### config.mk
export PLATFORM = sky130hd
export DESIGN_NAME = fetch_unit
export DESIGN_NICKNAME = d
export VERILOG_FILES = /design/src/rtl/fetch_unit.sv
export SDC_FILE = /design/constraint.sdc
export NUM_CORES = 1
export LEC_CHECK = 0
export ABC_AREA = 1
export CAP_MARGIN = 5
export CORE_MARGIN = 2
export CORE_UTILIZATION = 54
export CTS_BUF_LIST = sky130_fd_sc_hd__clkbuf_2 sky130_fd_sc_hd__clkbuf_4 sky130_fd_sc_hd__clkbuf_8
export DETAILED_ROUTE_END_ITERATION = 6
export GPL_ROUTABILITY_DRIVEN = 0
export GPL_TIMING_DRIVEN = 0
export PLACE_DENSITY = 0.85
export SETUP_SLACK_MARGIN = 0.5
export SLEW_MARGIN = 20
export SYNTH_ARGS = -nofsm -noshare
export SYNTH_HDL_FRONTEND = slang
export SYNTH_SLANG_ARGS = --single-unit
### constraint.sdc
create_clock -name clk -period 4.3 [get_ports clk]
set_clock_uncertainty 0.2 [all_clocks]
set_input_delay 0.86 -clock clk [delete_from_list [all_inputs] [get_ports clk]]
set_output_delay 0.86 -clock clk [all_outputs]
set_load 0.02 [all_outputs]
### src/rtl/fetch_unit.sv
`default_nettype none
// +--------------------------------------------------------------------------+
// | fetch_unit : MIPS instruction fetch, one outstanding read, 1-entry buffer |
// | Revision   : 1.0                                                          |
// +--------------------------------------------------------------------------+
module fetch_unit #(
  parameter logic [31:0] RESET_PC = 32'hBFC0_0000
) (
  input  logic        clk,
  input  logic        rst_n,
  output logic        inst_req,
  output logic [31:0] inst_addr,
  input  logic        inst_addr_ok,
  input  logic        inst_data_ok,
  input  logic [31:0] inst_rdata,
  output logic        if_valid,
  input  logic        if_ready,
  output logic [31:0] if_pc,
  output logic [31:0] if_inst,
  output logic        if_adel,
  input  logic        redir,
  input  logic [31:0] redir_pc
);

  typedef enum logic [1:0] {
    ST_REQ  = 2'd0,
    ST_WAIT = 2'd1,
    ST_HALT = 2'd2
  } state_t;

  state_t      state;
  logic [31:0] pc;
  logic        drop;
  logic        slot_free;
  logic        misaligned;

  assign slot_free  = !if_valid | if_ready;
  assign misaligned = (pc[1:0] != 2'b00);
  // Gated by rst_n so no request leaks out while reset is held.
  assign inst_req   = rst_n & (state == ST_REQ) & slot_free & !redir & !misaligned;
  assign inst_addr  = pc;

  always_ff @(posedge clk or negedge rst_n) begin
    if (!rst_n) begin
      state    <= ST_REQ;
      pc       <= RESET_PC;
      drop     <= 1'b0;
      if_valid <= 1'b0;
      if_pc    <= 32'd0;
      if_inst  <= 32'd0;
      if_adel  <= 1'b0;
    end else begin
      if (if_valid & if_ready)
        if_valid <= 1'b0;

      if (redir) begin
        pc       <= redir_pc;
        if_valid <= 1'b0;
        case (state)
          ST_WAIT: begin
            // Data returning in the redirect cycle belongs to the old stream.
            if (inst_data_ok) begin
              state <= ST_REQ;
              drop  <= 1'b0;
            end else begin
              drop  <= 1'b1;
            end
          end
          default: state <= ST_REQ;
        endcase
      end else begin
        case (state)
          ST_REQ: begin
            if (inst_req & inst_addr_ok) begin
              state <= ST_WAIT;
              pc    <= pc + 32'd4;
            end else if (misaligned & slot_free) begin
              if_valid <= 1'b1;
              if_pc    <= pc;
              if_inst  <= 32'd0;
              if_adel  <= 1'b1;
              state    <= ST_HALT;
            end
          end
          ST_WAIT: begin
            if (inst_data_ok) begin
              if (!drop) begin
                if_valid <= 1'b1;
                if_pc    <= pc - 32'd4;
                if_inst  <= inst_rdata;
                if_adel  <= 1'b0;
              end
              drop  <= 1'b0;
              state <= ST_REQ;
            end
          end
          default: state <= ST_HALT;
        endcase
      end
    end
  end

endmodule
`default_nettype wire

==> impl_metrics.csv <==
group,metric,value,unit
status,status,"finished, violations left",
status,failed_checks,"design-rule violations",
finish,drive_gt1_share,9.19,%
finish,nNetsFinal,1079,
place,place_hpwl,14100,um
critical_path,slowest_delay,670,ps
synth,ys_warn_count,0,
timing,finalSetupTns,0,ps
cts,clock_sinks,101,
synth,synth_area,5960,um2
pwr,ir_worst_vdd,0.218,mV
timing,final.min_clock_period,3370,ps
synth,synth_edf_count,0,
floorplan,fp.dieW,109,um
synth,synth_area_leaders,"dfrtp_1 39%, nand2_1 18%, o21ai_0 6.2%, nor2_1 5.7%, nand3_1 4.9%",
timing,tightestPinTransition,675,ps
synth,ys_seq_area_share,42.6,%
critical_path,cpMaxStageDelayCell,"clkdlybuf4s50_1",
global_routing,track_usage,32.5,%
cts,cts_buffers,9,
synth,synthArstFlopShare,100,%
drt,ant_nets,0,
critical_path,crit_top_cell,"clkdlybuf4s50_1",
cts,cts_tree,"yes",
floorplan,num_io_pins,169,
global_routing,grt_max_degree,83,
timing,period_share,78.4,%
cts,htree_levels,3,
cts,cts_setup_buffers,0,
critical_path,end_kind,"output port",
place,placed_area,7840,um2
floorplan,chipHeight,109,um
synth,syn_area_per_cell,7.20,um2
floorplan,die-area,11900,um2
drt,routed_wl,18500,um
finish,fin_util,74.5,%
global_routing,grt_pass1_vias,5913,
cts,cts.reportedPaths.clkPinSlew,120,ps
finish,fin_cells,1152,
finish,fin_area,8040,um2
global_routing,grt_pass1_wl,29800,um
worst_hold_path,hp-class,"in2async",
cts,cts_resized,0,
critical_path,crit_fanout,4,
place,dp_slack,936,ps
place,io_buffers,167,
global_routing,grt.overflow.total,0,
drt,wl_per_cell,16.1,um
global_routing,antenna_found_initial,0,
drt,vias_per_cell,5.46,
timing,hold_slack,98.5,ps
place,dp_cells,1136,
finish,antenna_cells,0,
synth,synth-seq-cells,101,
synth,ys.flop_type,"dfrtp_1",
critical_path,start_kind,"input pin",
cts,cts_buffer_depth,2,
critical_path,worst_ep_required_time,3240,ps
drt,drc,7,
critical_path,path_cells,"clkdlybuf4s50_1 > nor2_1 > nor4_1 > clkdlybuf4s50_1",
critical_path,crit_arrival,2310,ps
synth,yosysMostFrequentCell,"nand2_1",
timing,slew_headroom,55.0,%
synth,synth_top_area_share,38.6,%
pwr,total_power,2.97,mW
pwr,powerDensity,369,nW/um2
run,maxCapViolCount,0,
floorplan,fp-row-count,38,
timing,fmax,297,MHz
cts,cts_hold_buf,0,
cts,clockRootBuffer,"clkbuf_8",
timing,finalHoldViolCount,0,
pwr,leakagePower,3.53,nW
timing,rsz0062_at_grt,"no",
synth,synth_nets,900,
timing,worst_slack,931,ps
floorplan,initial_core_util,55.3,%
drt,drtPass1Iterations,7,
floorplan,coreArea,10800,um2
timing,slew_viol_final,0,
synth,yosys.cell_types.count,42,
timing,setup_viol,0,
cts,clock_latency,380,ps
finish,synthToLayoutAreaGrowth,34.8,%
drt,drtIter0Drc,657,
synth,netlist_instances,828,
critical_path,critPathKind,"in2out",
drt,vias,6294,
synth,yosysTopAreaCell,"dfrtp_1",
synth,synth_top_cells_by_count,"281 x nand2_1, 92 x dfrtp_1, 90 x nor2_1",
-- final cells by class --
cell class | instances | area [um2]
Tap cell | 140 | 175
Clock inverter | 7 | 77.6
Clock buffer | 9 | 124
Fill cell | 880 | 2750
Inverter | 69 | 259
Buffer | 41 | 249
Sequential cell | 101 | 2540
Multi-Input combinational cell | 617 | 2920
Timing Repair Buffer | 168 | 1700
-- layout by cell type, fill, tap and decap left out, types with 4 or more instances in the layout --
cell type / count
nand2_1: 281
clkdlybuf4s50_1: 166
dfrtp_1: 92
nor2_1: 90
o21ai_0: 74
inv_1: 59
nand3_1: 58
xor2_1: 21
nor3_1: 16
buf_2: 15
nand4_1: 14
nor2_2: 10
clkbuf_1: 10
clkbuf_8: 9
dfstp_2: 9
inv_2: 8
buf_4: 8
a21oi_1: 8
buf_6: 7
o211ai_1: 6
nor2_4: 4
-- registers in the layout (all words and copies together) (netlist names) --
signal	count
drop	1
if_adel	1
if_inst	32
if_pc	32
if_valid	1
inst_addr	32
state	2
-- critical path, delay by kind of cell --
kind,cells,cell delay [ps]
simple gates,2,320
buf+inv,2,1120
-- layer usage --
metal	share of wire (%)	routed length (um)	vias up	GRT usage (%)
met5	0	0	-	0
met4	3.0	554	0	12.4
met3	9.5	1760	48	6.10
met2	45	8280	358	49.9
met1	43	7900	2874	45.7
li1	-	-	3014	-
-- power by group --
group | internal, mW | switching [mW]
Sequential | 1.11 | 0.127
Combinational | 0.479 | 0.640
Clock | 0.230 | 0.381
-- cells by family after synthesis --
logic type	Yosys count	share of synthesized area, %
buf+inv	110	8.52
simple gates	488	35.6
fa+ha+maj	2	0.419
compound gates	106	9.86
xor+xnor	21	3.08
flops	101	42.6
-- path summary, 6_finish.rpt --
check | from | end | slack, ps | depth (start not counted)
worst max-delay path | if_ready | inst_req | 930 | 4
worst min-delay path | rst_n | drop | 100 | 1
worst max register to register | inst_addr[2] | if_pc[18] | 2000 | 8
worst min register to register | if_inst[21] | if_inst[21] | 290 | 2
max in group asynchronous | rst_n | inst_addr[25] | 3100 | 2
min in group clk | if_inst[21] | if_inst[21] | 290 | 2
Power figures use the tool's default switching activity.
